[src/rtl/pivot_search.sv]
// Partial-pivot search for one LU elimination column: scans rows col_k..last_row for the
// largest |element|, issues at most one row-swap request and reports pivot row / singular.
module pivot_search #(
  parameter int ROW_IDX_W = 8,
  parameter int DATA_W    = 16
) (
  input  logic                 clk,
  input  logic                 rst,
  input  logic                 start,
  input  logic [ROW_IDX_W-1:0] col_k,
  input  logic [ROW_IDX_W-1:0] last_row,
  input  logic                 elem_valid,
  input  logic [DATA_W-1:0]    elem_data,
  output logic                 elem_ready,
  output logic                 pivot_req_valid,
  output logic [ROW_IDX_W-1:0] pivot_row_i,
  output logic [ROW_IDX_W-1:0] pivot_row_j,
  input  logic                 pivot_req_ready,
  input  logic                 pivot_done,
  output logic                 busy,
  output logic                 done,
  output logic [ROW_IDX_W-1:0] pivot_row,
  output logic                 singular
);

  typedef enum logic [2:0] {IDLE, SCAN, ISSUE, WAIT, FIN} state_t;

  state_t state, state_nxt;

  logic [ROW_IDX_W-1:0] col_q, last_q, row_cnt, best, best_nxt;
  logic [DATA_W-1:0]    max_mag, max_nxt, mag;
  logic signed [DATA_W-1:0] elem_s;
  logic beat, is_last, upd, bad_range;

  // Magnitude is kept in DATA_W unsigned bits, so the most negative value maps exactly.
  function automatic logic [DATA_W-1:0] abs_mag(input logic signed [DATA_W-1:0] d);
    logic [DATA_W-1:0] u;
    u = d;
    return u[DATA_W-1] ? (~u + 1'b1) : u;
  endfunction

  assign elem_s    = elem_data;
  assign beat      = (state == SCAN) && elem_valid;
  assign mag       = abs_mag(elem_s);
  assign upd       = mag > max_mag;
  assign max_nxt   = upd ? mag : max_mag;
  assign best_nxt  = upd ? row_cnt : best;
  assign is_last   = (row_cnt == last_q);
  assign bad_range = (col_k > last_row);

  always_ff @(posedge clk or posedge rst) begin
    if (rst) state <= IDLE;
    else     state <= state_nxt;
  end

  always_comb begin
    state_nxt = state;
    case (state)
      IDLE:  if (start) state_nxt = bad_range ? FIN : SCAN;
      SCAN: begin
        if (beat && is_last) begin
          if (max_nxt == '0)          state_nxt = FIN;
          else if (best_nxt == col_q) state_nxt = FIN;
          else                        state_nxt = ISSUE;
        end
      end
      ISSUE: if (pivot_req_ready) state_nxt = WAIT;
      WAIT:  if (pivot_done) state_nxt = FIN;
      FIN:   state_nxt = IDLE;
      default: state_nxt = IDLE;
    endcase
  end

  // Search datapath: capture on start, fold each accepted beat into the running maximum
  always_ff @(posedge clk or posedge rst) begin
    if (rst) begin
      col_q     <= '0;
      last_q    <= '0;
      row_cnt   <= '0;
      best      <= '0;
      max_mag   <= '0;
      pivot_row <= '0;
      singular  <= 1'b0;
    end else begin
      if (state == IDLE && start) begin
        col_q    <= col_k;
        last_q   <= last_row;
        row_cnt  <= col_k;
        best     <= col_k;
        max_mag  <= '0;
        singular <= bad_range;
        if (bad_range) pivot_row <= col_k;
      end else if (beat) begin
        max_mag <= max_nxt;
        best    <= best_nxt;
        if (is_last) begin
          pivot_row <= best_nxt;
          singular  <= (max_nxt == '0);
        end else begin
          row_cnt <= row_cnt + 1'b1;
        end
      end
    end
  end

  assign elem_ready      = (state == SCAN);
  assign pivot_req_valid = (state == ISSUE);
  assign pivot_row_i     = col_q;
  assign pivot_row_j     = best;
  assign busy            = (state != IDLE);
  assign done            = (state == FIN);

endmodule

[config.mk]
export PLATFORM = sky130hd
export DESIGN_NAME = pivot_search
export DESIGN_NICKNAME = d
export VERILOG_FILES = /design/src/rtl/pivot_search.sv
export SDC_FILE = /design/constraint.sdc
export NUM_CORES = 1
export LEC_CHECK = 0
export ABC_AREA = 1
export CORE_UTILIZATION = 54
export DETAILED_ROUTE_END_ITERATION = 16
export PLACE_DENSITY = 0.78
export SYNTH_ARGS = -nofsm -noshare
export SYNTH_HDL_FRONTEND = slang
export SYNTH_SLANG_ARGS = --single-unit
export TNS_END_PERCENT = 30
[constraint.sdc]
create_clock -name clk -period 2.5 [get_ports clk]
set_input_delay 0.375 -clock clk [delete_from_list [all_inputs] [get_ports clk]]
set_output_delay 0.375 -clock clk [all_outputs]
set_load 0.01 [all_outputs]
==> PnR_summary.wiki, run 1 <==
{| class="wikitable"
! Metric !! Value
|-
| Result of the run || finished, violations left
|-
| Failing checks || negative setup slack
|-
| Final Instance Count excl. Fillers || approximately 850
|-
| Effective utilization at floorplan || 0.566
|-
| Placed Cells || 807
|-
| Class of the tightest hold or removal check || primary input to asynchronous set/reset pin
|-
| Net count reported at finish || 809
|-
| Pins Over Slew Limit || 0
|-
| Fin Hold WS || between 0.4 and 0.5 ns
|-
| Number of antenna violations at the first check in global routing || 0
|-
| Instance count of the mapped netlist || around 600
|-
| Clock root buffer || clkbuf_8
|-
| Final-report hold violation count || 0
|-
| Post-route standard cell area excluding fillers || between 0.006 and 0.007 mm²
|-
| Pwr per Cell Area || 1130 mW/mm²
|-
| Average footprint of a synthesized cell || between 7 and 8 µm²
|-
| First drt pass iteration count || 6
|-
| Placed Area || roughly 0.0054 mm²
|-
| Crit-path max FO || 5
|-
| Ratio of routed vias to standard cells || slightly below 6
|-
| Clock input transition at the sequential cells of the worst setup and hold paths || 0.07 ns
|-
| Crit path setup slack, layout || -0.730 ns
|-
| Detail Route Antenna Nets || 0
|-
| Worst slew slack as a fraction of its limit || 0.697
|-
| PortBufs || between 60 and 70
|-
| DR DRC count || 0
|-
| Pin slew with the least headroom to its limit || between 0.4 and 0.5 ns
|-
| Number of clock buffers inserted by TritonCTS || 9
|-
| Largest net degree at the start of global routing || around 60
|-
| Tcrit/Tclk final || 1.29
|-
| Kind of critical path || primary input to flop
|-
| Vias || about 5000
|-
| Count of hold-fix buffers inserted at cts || 0
|-
| CP Capture Type || flop
|-
| Fraction of synthesis flops using an asynchronous set or reset pin || 1.00
|-
| Number of buffers between clock root and the deepest sink || 2
|-
| Leakage power || approximately 0.0031 µW
|-
| First-pass GRT wire length || 21000 µm
|-
| Overall die width || 89.7 µm
|-
| Post-route clock skew || a little under 0.02 ns
|-
| Tot GR Track Use || 0.348
|-
| Number of endpoints failing setup at the final stage || 35
|-
| Cell variety after synth || 31
|-
| Clock latency reported for the late side of the worst-skew pair || approximately 0.36 ns
|-
| Flop and latch count out of synthesis || 60
|-
| Via count of the first global-routing pass || approximately 4600
|-
| Syn-to-layout area delta || 50.2%
|-
| Clock sink count || 60
|-
| Synthesized area || slightly above 0.004 mm²
|-
| Last weighted congestion value of the routability-driven placer || about 0.86
|-
| Wirelength per Cell || roughly 18 µm
|-
| H-tree depth reported by CTS || 3
|-
| Final HPWL DP || about 8500 µm
|-
| Die outline height || roughly 90 µm
|-
| Fraction of the core area covered by cells at the end of the flow || 0.850
|-
| Total number of placement rows || 31
|-
| Worst endpoint required time || around 2.8 ns
|-
| Gr ovfl total || 0
|-
| Count of inserted antenna diode cells || 0
|-
| Number of violations of the max-capacitance limit || 0
|-
| Maximum ir drop on the vdd rail || roughly 0.86 mV
|-
| Area of the die || ~0.008 mm²
|-
| Number of enable flip-flop cells after synthesis || 0
|-
| Library cell with the largest summed area after synthesis || dfrtp_1
|-
| Share of final-layout standard cells stronger than drive strength 1 || 0.297
|-
| Post-synth top area share || 0.362
|-
| Std-Cell Core Area || 0.00733 mm²
|-
| Fmax || 310 MHz
|-
| Total of fill cells in the finished design || 380
|-
| Number of nets in the synthesized netlist || around 660
|-
| Synthesis Warnings || 0
|-
| Minimum clock period || around 3.2 ns
|-
| Total power draw || around 7100 µW
|-
| Register area share after synthesis || 0.362
|-
| Number of top-level design ports || 67
|-
| Commonest register cell after synthesis || dfrtp_1
|-
| Top area cells in the synthesized netlist || dfrtp_1, nand2_1, ha_1
|-
| Startpoint type of the worst setup path || primary input
|-
| Wirelength, routed || approximately 15000 µm
|-
| Crit path DAT || between 3 and 4 ns
|-
| CTS tree || built
|-
| Violation count after the first detailed-route iteration || between 500 and 600
|-
| Setup repair after global routing missed its margin || yes
|}
## routing by layer
layer | track usage | up-vias | share of wire | wire length, µm
li1 | - | 2193 | - | -
met1 | 0.406 | 2308 | 0.37 | 5540
met2 | 0.598 | 364 | 0.50 | 7490
met3 | 0.104 | 95 | 0.089 | 1350
met4 | 0.144 | 0 | 0.049 | 744
met5 | 0 | - | 0 | 0
## synthesized netlist by cell type, drive strengths merged (2+ instances only)
cell / n
o211ai: 2
nor3: 9
mux2: 5
a21oi: 16
nand3b: 2
clkbuf: 9
dfrtp: 60
nand4: 4
xnor2: 6
a31oi: 10
nand3: 41
buf: 10
nand2: 184
nor2: 40
xor2: 14
ha: 26
o21ai: 60
inv: 86
## logic make-up after synthesis
group           share of synthesized area
mux                                0.0136
xor+xnor                           0.0422
buf+inv                             0.103
flops                               0.362
fa+ha+maj                          0.0784
compound gates                      0.118
simple gates                        0.284
## worst max-delay path: stages
cell and delay (ns):
buf_8 0.10, inv_8 0.05, ha_4 0.13, inv_4 0.04, nor2_4 0.10, nand3_2 0.11, nor2_4 0.17, nand3_2 0.12
nand3_1 0.13, nand2_2 0.10, ha_4 0.29, nand4_1 0.13, nor3_4 0.26, nand3_2 0.16, nand2_4 0.16, buf_2 0.17
nand2_1 0.09, nand2_1 0.16, nand2_1 0.09, nand2_1 0.06, nand2_1 0.06, nor2_2 0.08, nand2_1 0.08, nand2_1 0.07
nand2_1 0.07, a21oi_2 0.13
## cell type report
cell class / instances / area, µm² / area share
Multi-Input combinational cell: 426 / 2650 / 0.425
Sequential cell: 60 / 1500 / 0.241
Timing Repair Buffer: 162 / 1440 / 0.230
Inverter: 86 / 345 / 0.0554
Clock buffer: 12 / 165 / 0.0265
Tap cell: 99 / 124 / 0.0199
Clock inverter: 2 / 10.0 / 0.00161
## state kept, by name, indices dropped and copies added, names as in the netlist
name,flops
max_mag,16
last_q,8
pivot_row,8
pivot_row_i,8
pivot_row_j,8
row_cnt,8
state,3
singular,1
## repair_timing
| action | in CTS | in global routing |
|---|---|---|
| pin swaps | 50 | 19 |
| setup endpoints to repair | 35 | 35 |
| resized for setup | 127 | 48 |
| cloned | 1 | 0 |
| setup buffers | 23 | 5 |
## worst paths after layout
kind,start,end,slack (ns),depth (start not counted)
max,elem_data[0],state[2],-0.73,26
min,rst,max_mag[2],0.42,3
max reg2reg,max_mag[9],state[2],-0.20,17
min reg2reg,pivot_row[1],pivot_row[1],0.52,1
max in group asynchronous,rst,pivot_row_j[3],1.80,3
min in group clk,pivot_row[1],pivot_row[1],0.52,1
## per-stage QoR
| stage | setup TNS [ns] | worst slack [ns] |
|---|---|---|
| floorplan | -3.65 | -0.424 |
| global placement | -32.71 | -1.29 |
| detailed placement | -36.05 | -1.45 |
| CTS | -2.43 | -0.439 |
| global route | -13.82 | -0.884 |
| finish | -10.45 | -0.730 |
## report_power, final
part / switching [µW] / internal (µW)
clock network: 399 / 427
logic: 2530 / 1890
registers: 398 / 1430
## placed cells by master, fill, tap and decap left out, types with 8 or more instances in the layout
master	n
dfrtp_1	60
nand3_2	8
nand2_1	146
nor2_2	10
o21ai_0	38
buf_4	81
nand2_2	31
clkbuf_8	12
xor2_1	10
ha_1	22
buf_6	11
a31oi_1	10
nor2_1	26
a21oi_1	10
nand3_1	31
inv_1	76
clkdlybuf4s50_1	52
o21ai_1	14
Note: power is estimated with default switching activity, not from simulation.
==> inputs of run 2 (changes only) <==
- CTS_CLUSTER_DIAMETER: not set -> 150
==> results of run 2 <==
No change in the layout: final DEF, timing and power equal those of run 1.
==> inputs of run 3 (changes only) <==
- GPL_TIMING_DRIVEN: not set -> 0
- PLACE_DENSITY: 0.78 -> not set
- PLACE_DENSITY_LB_ADDON: not set -> 0.12
==> run 3 against run 2 <==
- the flow still finishes with violations (negative setup slack)
- sequential power barely moved
- register-to-register slack hardly changed
- total power grew 2.1%
- cell area fell by 3.0%
- combinational power grew 4%
- clock-buffer cell count increased by 1
- maximum frequency down 1.5%
- routed wire length shrank 5.3%
- core utilization fell by 2.6 points
- die area unchanged
- first-iteration DRC count decreased by 6.7%
- critical path type unchanged
- critical endpoint unchanged
- largest power group unchanged
- highest routed layer unchanged
==> PnR_summary.wiki, run 3 (synthesized netlist as in run 1, its figures left out) <==
{| class="wikitable"
! Metric !! Value
|-
| Result of the run || finished, violations left
|-
| Failing checks || negative setup slack
|-
| Pin slew with the least headroom to its limit || 0.653 ns (+0.203 ns)
|-
| Reg-to-reg startpoint || max_mag[9]
|-
| Effective utilization at floorplan || 0.566 (unchanged)
|-
| Pwr per Cell Area || 1190 mW/mm² (+5.2%)
|-
| Syn-to-layout area delta || 45.6%
|-
| Kind of critical path || primary input to flop
|-
| Minimum clock period || 3.28 ns (+0.0483 ns)
|-
| Register-to-register path setup slack || -0.19 ns (about the same)
|-
| Worst r2r dst || state[2]
|-
| Crit-path max FO || 5 (unchanged)
|-
| DR DRC count || 0 (unchanged)
|-
| Post-route clock skew || 0.00549 ns (-0.0143 ns)
|-
| FF+latch area || 0.00150 mm² (unchanged)
|-
| Net count reported at finish || 772 (-4.6%)
|-
| Number of endpoints failing setup at the final stage || 35 (unchanged)
|-
| Detail Route Antenna Nets || 0 (unchanged)
|-
| Count of inserted antenna diode cells || 0 (unchanged)
|-
| Number of buffers between clock root and the deepest sink || 2 (unchanged)
|-
| Area of the multi-input gates || 0.00274 mm² (+3.4%)
|-
| Tot GR Track Use || 0.329 (-0.0190)
|-
| First-pass GRT wire length || 19800 µm (-5.9%)
|-
| Die outline height || 89.7 µm (unchanged)
|-
| Std-Cell Core Area || 0.00733 mm² (unchanged)
|-
| Last weighted congestion value of the routability-driven placer || 0.899 (+4.9%)
|-
| Clock sink count || 60 (unchanged)
|-
| Worst endpoint required time || 2.78 ns (about the same)
|-
| Length in cells of the worst reg-to-reg path || 18 (+1)
|-
| Maximum ir drop on the vdd rail || 0.842 mV (-1.9%)
|-
| Gr ovfl total || 0 (unchanged)
|-
| Final HPWL DP || 8270 µm (-2.7%)
|-
| Fmax || 305 MHz (-1.5%)
|-
| Crit path DAT || 3.56 ns (+0.05 ns)
|-
| Setup repair after global routing missed its margin || yes
|-
| Area of the die || 0.00804 mm² (unchanged)
|-
| Crit path setup slack, layout || -0.778 ns (-0.0483 ns)
|-
| Max FFs per register || 16 (unchanged)
|-
| Placed Cells || 756 (-6.3%)
|-
| CTS tree || built
|-
| Leakage power || 0.00296 µW (-4.6%)
|-
| Number of violations of the max-capacitance limit || 0 (unchanged)
|-
| Tcrit/Tclk final || 1.31 (+0.0193)
|-
| Final Instance Count excl. Fillers || 811 (-4.3%)
|-
| Most flop-heavy register || max_mag
|-
| PortBufs || 65 (-1.5%)
|-
| Commonest cells after routing, fill and taps aside || nand2_1, inv_1, dfrtp_1, clkdlybuf4s50_1, nand2_2
|-
| Total power draw || 7220 µW (+2.1%)
|-
| Total of fill cells in the finished design || 406 (+6.8%)
|-
| CP Capture Type || flop
|-
| Wirelength, routed || 14300 µm (-5.3%)
|-
| Total number of placement rows || 31 (unchanged)
|-
| Number of top-level design ports || 67 (unchanged)
|-
| Most frequent standard cell in the layout excluding fill and tap cells || nand2_1
|-
| Number of clock buffers inserted by TritonCTS || 9 (unchanged)
|-
| Startpoint type of the worst setup path || primary input
|-
| Clock latency reported for the late side of the worst-skew pair || 0.35 ns (about the same)
|-
| Pins Over Slew Limit || 0 (unchanged)
|-
| Final-report hold violation count || 0 (unchanged)
|-
| Ratio of routed vias to standard cells || 5.86 (about the same)
|-
| Wirelength per Cell || 17.7 µm (-1.1%)
|-
| Worst slack, placed || -1.68 ns (-0.232 ns)
|-
| Vias || 4753 (-4.2%)
|-
| Worst slew slack as a fraction of its limit || 0.564 (-0.133)
|-
| First drt pass iteration count || 5 (-1)
|-
| Setup crit start || elem_data[4]
|-
| Class of the tightest hold or removal check || primary input to asynchronous set/reset pin
|-
| Final total negative setup slack || -13.27 ns (-2.82 ns)
|-
| Clock root buffer || clkbuf_8
|-
| Fin Hold WS || 0.340 ns (-0.0754 ns)
|-
| Via count of the first global-routing pass || 4264 (-8.1%)
|-
| Clock input transition at the sequential cells of the worst setup and hold paths || 0.07 ns (about the same)
|-
| H-tree depth reported by CTS || 3 (unchanged)
|-
| Overall die width || 89.7 µm (unchanged)
|-
| Number of antenna violations at the first check in global routing || 0 (unchanged)
|-
| Share of final-layout standard cells stronger than drive strength 1 || 0.277 (-0.0201)
|-
| Violation count after the first detailed-route iteration || 530 (-6.7%)
|-
| Largest net degree at the start of global routing || 43 (-30%)
|-
| Count of hold-fix buffers inserted at cts || 0 (unchanged)
|}
-- run 3: changes by cell type in the layout (fill, tap and decap cells not counted), moves of 4 or more --
cell	previous run	this run
buf_4	81	32
nand2_1	146	129
nand2_2	31	45
clkbuf_1	0	9
o21ai_0	38	34
o21ai_2	7	11
-- run 3: per-layer routing --
layer,wire length (µm),global-route usage
met1,5510,0.418
met2,6750,0.549
met3,1320,0.0777
met4,744,0.120
met5,0,0
-- run 3: layout make-up --
class | count | area share
inverters | 86 | 0.0571
clock inverters | 2 | 0.00166
well taps | 99 | 0.0205
multi-input cells | 426 | 0.454
flip-flops and latches | 60 | 0.248
clock buffers | 13 | 0.0263
plain buffers | 19 | 0.0209
repair buffers | 106 | 0.172
-- run 3: stage by stage --
step	utilization	area, µm²
2_1_floorplan	-	4190
5_1_grt	0.825	6040
4_1_cts	0.770	5650
3_5_place_dp	0.680	4990
3_3_place_gp	0.678	4970
6_report	0.825	6040
-- run 3: how the worst max path moves through the flow --
stage,end,slack [ns]
2_1_floorplan,state[2],-0.42
4_1_cts,state[2],-0.52
5_1_grt,state[2],-0.94
3_3_place_gp,state[2],-1.54
3_5_place_dp,state[2],-1.68
6_report,state[2],-0.78
-- run 3: repair_timing --
item | in CTS | in global routing
gates cloned | 1 | 1
pin swaps | 40 | 54
endpoints found under the setup margin | 35 | 42
setup buffers | 34 | 10
gates resized for setup | 104 | 100
-- run 3: worst max-delay path, stage by stage --
cell,delay (ns)
clkdlybuf4s15_2,0.25
nor2_4,0.18
nand3_2,0.12
nor2_4,0.19
nand3_2,0.12
nand2_1,0.12
nand2_1,0.12
nand2_2,0.12
ha_4,0.13
nand4_1,0.12
nor3_4,0.28
nand2_2,0.11
nand2_2,0.12
nand2_2,0.08
buf_8,0.15
buf_12,0.14
nand2_4,0.05
nand2_2,0.07
nor2_2,0.12
nand2_2,0.10
nor2_4,0.12
nand2_2,0.09
nand2_1,0.07
nand2_1,0.06
a21oi_2,0.14
-- run 3: power breakdown --
group          internal (µW)  switching (µW)  leakage (µW)
Sequential              1430             393      0.000745
Combinational           1980            2620       0.00213
Clock                    406             392     0.0000893
